--- config.mk ---
export PLATFORM = sky130hd
export DESIGN_NAME = imem_access_arbiter
export DESIGN_NICKNAME = d
export VERILOG_FILES = /design/src/rtl/imem_access_arbiter.sv
export SDC_FILE = /design/constraint.sdc
export NUM_CORES = 1
export LEC_CHECK = 0
export ABC_AREA = 1
export ABC_CLOCK_PERIOD_IN_PS = 2180
export BUFFER_PORTS_ARGS = -buffer_cell sky130_fd_sc_hd__buf_2
export CAP_MARGIN = 40
export CORE_ASPECT_RATIO = 1.1
export CORE_UTILIZATION = 36
export CTS_BUF_LIST = sky130_fd_sc_hd__clkbuf_2
export CTS_CLUSTER_DIAMETER = 60
export CTS_CLUSTER_SIZE = 12
export DETAILED_ROUTE_END_ITERATION = 6
export HOLD_SLACK_MARGIN = 0.06
export PLACE_DENSITY_LB_ADDON = 0.12
export SLEW_MARGIN = 25
export SYNTH_ARGS = -nofsm -noshare
export SYNTH_HDL_FRONTEND = slang
export SYNTH_SLANG_ARGS = --single-unit
--- constraint.sdc ---
create_clock -name clk -period 2.18 [get_ports clk]
set_input_delay 0.327 -clock clk [delete_from_list [all_inputs] [get_ports clk]]
set_output_delay 0.327 -clock clk [all_outputs]
set_load 0.1 [all_outputs]
--- src/rtl/imem_access_arbiter.sv ---
// ---------------------------------------------------------------------------
// imem_access_arbiter
//   Owns the single read/write port of the instruction memory. The port is
//   shared between the fetch stage and a program loader.
//   BOOT: the loader streams the program image in. Fetch is held off.
//   RUN : fetch normally wins the port. A loader write that has waited
//         MAX_WAIT cycles is force-granted, which stalls fetch for one cycle.
//   Fetch read latency is one cycle.
//
// Ports
//   clk, rst        clock; asynchronous active-high reset
//   fetch_req/addr  fetch request and byte address (PC)
//   fetch_data      instruction word (NOP for an out-of-range fetch)
//   fetch_valid     registered; response to the fetch accepted last cycle
//   fetch_stall     combinational; fetch not accepted, so PC must hold
//   ld_valid/addr/data  loader write request
//   ld_ready        combinational; loader write accepted this cycle
//   ld_done         one-cycle pulse that ends BOOT
//   boot_done       1 in RUN
//   boot_words      words accepted during BOOT (saturating)
//   mem_*           synchronous single-port array interface
// ---------------------------------------------------------------------------
module imem_access_arbiter #(
  parameter int ADDR_W   = 10,
  parameter int MAX_WAIT = 8,
  parameter bit BOOT_EN  = 1'b1
) (
  input  logic              clk,
  input  logic              rst,
  input  logic              fetch_req,
  input  logic [31:0]       fetch_addr,
  output logic [31:0]       fetch_data,
  output logic              fetch_valid,
  output logic              fetch_stall,
  input  logic              ld_valid,
  input  logic [31:0]       ld_addr,
  input  logic [31:0]       ld_data,
  output logic              ld_ready,
  input  logic              ld_done,
  output logic              boot_done,
  output logic [15:0]       boot_words,
  output logic [ADDR_W-1:0] mem_addr,
  output logic              mem_we,
  output logic [31:0]       mem_wdata,
  input  logic [31:0]       mem_rdata
);

  localparam int WAIT_W = $clog2(MAX_WAIT + 1);
  localparam logic [WAIT_W-1:0] WAIT_MAX = WAIT_W'(MAX_WAIT);

  typedef enum logic {ST_BOOT, ST_RUN} state_t;
  localparam state_t RST_STATE = BOOT_EN ? ST_BOOT : ST_RUN;

  function automatic logic [15:0] sat_inc16(input logic [15:0] v);
    return (v == 16'hFFFF) ? v : v + 16'd1;
  endfunction

  state_t              state_q, state_d;
  logic [WAIT_W-1:0]   wait_cnt_q, wait_cnt_d;
  logic                fetch_valid_q, fetch_valid_d;
  logic                fetch_oor_q, fetch_oor_d;
  logic [31:0]         fetch_data_q, fetch_data_d;
  logic [15:0]         boot_words_q, boot_words_d;

  logic [ADDR_W-1:0]   fetch_idx, ld_idx;
  logic                fetch_oor, ld_oor;
  logic                in_boot, grant_ld, fetch_acc;

  // Byte-offset bits carry no information for word-aligned accesses.
  logic unused_addr_bits;
  assign unused_addr_bits = ^{fetch_addr[1:0], ld_addr[1:0]};

  assign fetch_idx = fetch_addr[ADDR_W+1:2];
  assign ld_idx    = ld_addr[ADDR_W+1:2];
  assign fetch_oor = |fetch_addr[31:ADDR_W+2];
  assign ld_oor    = |ld_addr[31:ADDR_W+2];

  always_ff @(posedge clk or posedge rst) begin
    if (rst) begin
      state_q       <= RST_STATE;
      wait_cnt_q    <= '0;
      fetch_valid_q <= 1'b0;
      fetch_oor_q   <= 1'b0;
      fetch_data_q  <= '0;
      boot_words_q  <= '0;
    end else begin
      state_q       <= state_d;
      wait_cnt_q    <= wait_cnt_d;
      fetch_valid_q <= fetch_valid_d;
      fetch_oor_q   <= fetch_oor_d;
      fetch_data_q  <= fetch_data_d;
      boot_words_q  <= boot_words_d;
    end
  end

  always_comb begin
    state_d       = state_q;
    wait_cnt_d    = '0;
    boot_words_d  = boot_words_q;
    in_boot       = (state_q == ST_BOOT);
    grant_ld      = 1'b0;
    ld_ready      = 1'b0;
    fetch_stall   = 1'b0;
    fetch_acc     = 1'b0;

    if (in_boot) begin
      // Loader owns the port outright; fetch is held regardless of request.
      ld_ready    = 1'b1;
      fetch_stall = 1'b1;
      grant_ld    = ld_valid;
      if (ld_valid) begin
        boot_words_d = sat_inc16(boot_words_q);
      end
      if (ld_done) begin
        state_d = ST_RUN;
      end
    end else begin
      grant_ld    = ld_valid & (~fetch_req | (wait_cnt_q == WAIT_MAX));
      ld_ready    = grant_ld;
      fetch_stall = fetch_req & grant_ld;
      fetch_acc   = fetch_req & ~grant_ld;
      // Counts cycles of a blocked write; any grant or idle loader clears it.
      if (ld_valid && !grant_ld && (wait_cnt_q != WAIT_MAX)) begin
        wait_cnt_d = wait_cnt_q + 1'b1;
      end
    end

    mem_addr  = grant_ld ? ld_idx : fetch_idx;
    mem_we    = grant_ld & ~ld_oor;
    mem_wdata = ld_data;

    // The array read data is only valid in the response cycle, so the word is
    // passed straight through then and captured to hold it afterwards.
    fetch_data    = fetch_valid_q ? (fetch_oor_q ? 32'h0000_0000 : mem_rdata)
                                  : fetch_data_q;
    fetch_data_d  = fetch_data;
    fetch_valid_d = fetch_acc;
    fetch_oor_d   = fetch_acc ? fetch_oor : fetch_oor_q;
  end

  assign fetch_valid = fetch_valid_q;
  assign boot_done   = (state_q == ST_RUN);
  assign boot_words  = boot_words_q;

endmodule

Yosys cells after proc, flatten, opt, wreduce, memory -nomap -nowiden
Cells that the tools add are included.

Register bits: 55. ROM bits: 0. Memory bits (writable): 0. Latch bits: 0. Input port bits: 133. Word-level logic and storage cells: 38. Output and inout bits: 95. Memories: 0.

Multiply operators: 0. Muxes and demuxes: 11. Div/mod/pow operators: 0. Add/subtract/negate cells: 2. Reductions and logical operators: 6. Bitwise gates (word level): 10. $lt $le $gt $ge: 0. Shifts and indexed selects: 0. Eq/ne operators: 3.

Operators by type and width (count): $mux W32 (2); $reduce_or A20 Y1 (2); $add A16 B1 Y16 const B (1); $eq A16 B16 Y1 const B (1); $mux W10 (1); $mux W4 (2); $mux W1 (6); $not A1 Y1 (5); $add A4 B1 Y4 const B (1); $and A1 B1 Y1 (4); $eq A4 B4 Y1 const B (1); $ne A4 B4 Y1 const B (1); $reduce_and A3 Y1 (1); $logic_and A1 B1 Y1 (2); $logic_not A1 Y1 (1); $or A1 B1 Y1 (1).

Longest topological paths before layout
Depth after elaboration: 8. Gate-level depth with buffers: 10. Gate-level depth less buffers: 9.

Least setup slack after synthesis
OpenSTA, ideal clock, no wires.

Path type: reg2reg. Start: register fetch_valid_q (netlist: fetch_valid). End: register fetch_data_q[0]. Path slack: -1596 ps. Cell stages (with the launch flop): 4. Data arrival time: 3423 ps. Setup time: 353 ps. Data required time: 1827 ps. Period minus slack after synthesis: 3776 ps. Path buffers: 2. Path through: dfrtp_1 > clkbuf_1 > buf_1 > o21ai_0.

Word-level cells in the longest chain between the ends: 1.

RTL lines: start, declared (line 60) `logic fetch_valid_q, fetch_valid_d;`; start signal, assigned (line 89) `fetch_valid_q <= fetch_valid_d;`; $mux W32 (line 134) `fetch_data = fetch_valid_q ? (fetch_oor_q ? 32'h0000_0000 : mem_rdata)`; net fetch_data[0] (line 32) `output logic [31:0] fetch_data,`; end signal, assigned (line 91) `fetch_data_q <= fetch_data_d;`; end, declared (line 62) `logic [31:0] fetch_data_q, fetch_data_d;`.

The timed path passes the listed nets, and every way through them passes these cells. A chain may end at the register's enable or synchronous reset.

Worst setup path after layout
Start: register wait_cnt_q[0]. End: output port mem_addr[8].

Word-level cells in the longest chain between the ends: 5.

RTL lines: start, declared (line 59) `logic [WAIT_W-1:0] wait_cnt_q, wait_cnt_d;`; start signal, assigned (line 88) `wait_cnt_q <= wait_cnt_d;`; $eq A4 B4 Y1 (line 118) `grant_ld = ld_valid & (~fetch_req | (wait_cnt_q == WAIT_MAX));`; $or A1 B1 Y1 (line 118); $and A1 B1 Y1 (line 118); $mux W1 (line 106) `if (in_boot) begin`; $mux W10 (line 128) `mem_addr = grant_ld ? ld_idx : fetch_idx;`; end, declared (line 42) `output logic [ADDR_W-1:0] mem_addr,`.

Every way passes these cells.

==> qor.yml <==
power:
  combinationalPowerShare_pct: 49.9
  power_mw: 3.01
  p_int_mw: 1.69
  ir_drop_worst_case_vdd_uv: 256
  power.switching_mw: 1.32
  power.share.clock_pct: 12.9
  power-per-cell-area_mw_per_mm2: 617
  sw_frac_of_total_pct: 44.0
  power.share.sequential_pct: 37.2
  p_leak_nw: 2.41
timing:
  final.period_utilization_pct: 101
  slew-limit-headroom_pct: 62.1
  setup-violations-final: 11
  achievable-frequency_ghz: 0.452
  finalHoldWorstSlack_ns: 0.155
  timing.final.ws_setup_ns: -0.0312
  timing_max_transition_violations_final: 0
  fin_crit_ns: 2.21
  timing_worst_slew_pin_value_ns: 0.567
  unrepaired_setup_endpoints_after_global_routing: "true"
  final-hold-violation-count: 0
  finalClockSkew_ns: 0.0227
cells_and_area:
  stdcell_area_mm2: 0.00488
  number_of_antenna_cells_inserted: 0
  drive_above_1_share_pct: 42.0
  layout-area-overhead-vs-synth_pct: 56.8
  finish.net_count: 688
  fin_util_pct: 58.3
  layout.cells.most_common_list: "sky130_fd_sc_hd__buf_2 (114), sky130_fd_sc_hd__nand2_1 (87), sky130_fd_sc_hd__nand3_1 (64)"
  layout.cells.most_common: "sky130_fd_sc_hd__buf_2"
detailed_routing:
  drc: 0
  drt-wirelength-per-cell_um: 12.6
  drt_pre_antenna_iters: 5
  drt_wl_total_um: 8400
  postRouteAntennaNets: 0
  detail_route.iter0.violations: 151
  num_vias: 3147
  route.detailed.vias_per_inst: 4.74
placement:
  placed_area_mm2: 0.00475
  buffer_ports.inserted: 159
  place.gp.congestion: 0.827
  hpwlAfterDp_um: 6460
  pre_cts_slack_ns: 0.213
outcome:
  run_status: "finished, violations left"
  violated_checks: "negative setup slack"
clocking:
  tritoncts_clock_tree: "built"
  clk_transition_reported_paths_ns: 0.27
  clkLatencyLatePin_ns: 0.42
  clock_tree.root_cell: "sky130_fd_sc_hd__clkbuf_2"
  clock_tree.buffer_depth: 2
  tritoncts.num_buffers: 5
  cts.sink_count: 55
  h-tree-depth: 2
worst_setup_path:
  reg2reg_to: "boot_words[15]$_DFFE_PP0P_"
  cell_count_of_the_worst_reg_to_reg_path: 9
  worst_path_fanout_max: 11
  criticalPathCategory: "flop to primary output"
  critPathArrivalTime_ns: 1.88
  worstSetupEndpointType: "primary output"
  cp-start-kind: "flop"
  required_ns: 1.85
  worst_r2r_startpoint: "boot_words[0]$_DFFE_PP0P_"
  r2r_setup_slack_ns: 0.44
min_path:
  min_path_type: "input pin to flop"
  hold_path_end: "fetch_data_q[15]$_DFF_PP0_"
  whs_path_depth: 3
  hold_path_startpoint: "mem_rdata[15]"
floorplanning:
  floorplan.io_pins: 228
  effective_utilization_at_floorplan_pct: 37.2
  fp.dieH_um: 99.5
  design.core.area_mm2: 0.00836
  fp.dieArea_mm2: 0.00902
  floorplan.rows: 35
  dieWidth_um: 90.6
yosys:
  synthesis.area_mm2: 0.00311
  ys.warnings.count: 0
  synthDistinctLibCells: 22
  number_of_synthesized_flops_with_an_enable_pin: 0
  syn_inst: 424
  synth_seq_cells: 55
  postSynthAreaPerCell_um2: 7.34
  synthArstFlopShare_pct: 100
  proportion_of_synthesized_chip_area_in_sequential_cells_pct: 44.2
  synth_ff_type: "sky130_fd_sc_hd__dfrtp_1"
  nets_in_the_synthesized_netlist: 560
grt:
  globalRouteOverflowTotal: 0
  grt_first_pass_wirelength_um: 14500
  grt_util_all_layers_pct: 19.5
  maximum_number_of_pins_on_one_net_before_global_route_repair: 35
  antenna_found_initial: 0
  vias_in_the_first_global_route: 3081
flow_run:
  timing.max_cap.violations: 0
==> worst max-delay path by stage <==
stage / from / end / slack, ns / depth (start not counted)
floorplan: fetch_valid$_DFF_PP0_ / fetch_data[7] / -0.25 / 3
global placement: wait_cnt_q[0]$_DFF_PP0_ / mem_we / 0.24 / 7
detailed placement: wait_cnt_q[0]$_DFF_PP0_ / mem_we / 0.21 / 7
CTS: wait_cnt_q[0]$_DFF_PP0_ / mem_addr[8] / -0.06 / 8
global route: wait_cnt_q[0]$_DFF_PP0_ / mem_addr[2] / -0.19 / 8
finish: wait_cnt_q[0]$_DFF_PP0_ / mem_addr[8] / -0.03 / 8
==> per-stage QoR <==
step,setup TNS [ns],cells
2_1_floorplan,-5.69,424
3_3_place_gp,0,652
3_5_place_dp,0,652
4_1_cts,-0.367,664
5_1_grt,-2.08,664
6_report,-0.170,664
==> synthesized netlist by cell type, types with 2 or more instances <==
cell type	instances	area, um2
sky130_fd_sc_hd__nand2_1	99	372
sky130_fd_sc_hd__nand3_1	65	325
sky130_fd_sc_hd__inv_1	60	225
sky130_fd_sc_hd__dfrtp_1	55	1380
sky130_fd_sc_hd__nor2_1	42	158
sky130_fd_sc_hd__o21ai_0	34	170
sky130_fd_sc_hd__buf_4	32	240
sky130_fd_sc_hd__clkbuf_1	8	30.0
sky130_fd_sc_hd__nand4_1	5	31.3
sky130_fd_sc_hd__buf_1	4	15.0
sky130_fd_sc_hd__ha_1	3	37.5
sky130_fd_sc_hd__buf_2	2	10.0
sky130_fd_sc_hd__buf_6	2	22.5
sky130_fd_sc_hd__nor2_2	2	12.5
sky130_fd_sc_hd__nor2_4	2	22.5
sky130_fd_sc_hd__nor3_1	2	10.0
sky130_fd_sc_hd__xor2_1	2	17.5
==> critical path, cell delays in order, from the launching register on <==
cell and delay, ns:
sky130_fd_sc_hd__dfrtp_1 0.45, sky130_fd_sc_hd__inv_1 0.06, sky130_fd_sc_hd__ha_2 0.16, sky130_fd_sc_hd__nand3b_1 0.13
sky130_fd_sc_hd__nand3_2 0.14, sky130_fd_sc_hd__buf_6 0.15, sky130_fd_sc_hd__nand3_1 0.10, sky130_fd_sc_hd__nand2_2 0.10
sky130_fd_sc_hd__buf_12 0.17
==> repair_timing <==
action                                 4_1_cts  5_1_grt
buffers inserted                             2        0
hold buffers                                 2        0
pin swaps                                    1        3
cloned                                       0        0
endpoints found under the hold margin       24        0
resized for setup                            6        9
setup endpoints to repair                   13       44
==> state kept, by name, summed over array words and instances, names as in the netlist <==
register and flops:
fetch_valid 1, boot_words 16, wait_cnt_q 4, fetch_oor_q 1, boot_done 1, fetch_data_q 32
==> power by group through the flow <==
| stage | Sequential (mW) | Clock, mW | Combinational [mW] |
|---|---|---|---|
| final | 1.12 | 0.390 | 1.50 |
| after CTS | 1.12 | 0.420 | 1.50 |
| after detailed placement | 1.14 | 0 | 1.49 |
| after floorplan | 1.16 | 0 | 1.19 |
| after global routing | 1.13 | 0.460 | 1.56 |
| after global placement | 1.14 | 0 | 1.48 |
==> cells by family (layout without fill, tap and decap cells) <==
group	after synthesis	in the layout	share of synthesized area, %
flops	55	55	44.2
compound gates	34	34	5.47
simple gates	221	221	30.8
buf+inv	108	237	17.5
fa+ha+maj	3	3	1.21
xor+xnor	3	3	0.845
==> per-layer routing <==
layer / wire [um] / GRT usage, % / vias to the layer above
met3: 490 / 4.28 / 12
met1: 3510 / 24.6 / 1468
met2: 4270 / 34.0 / 118
met5: 0 / 0 / -
met4: 124 / 4.96 / 0
li1: - / - / 1549
==> area by class of cell <==
class / count / area, um2
fill: 776 / 3490
clock inverter: 1 / 5.00
tap: 111 / 139
inverter: 60 / 225
clock buffer: 7 / 35.0
multi-input combinational: 261 / 1500
timing repair buffer: 169 / 1600
sequential: 55 / 1380
Note: power is estimated with default switching activity, not from simulation.
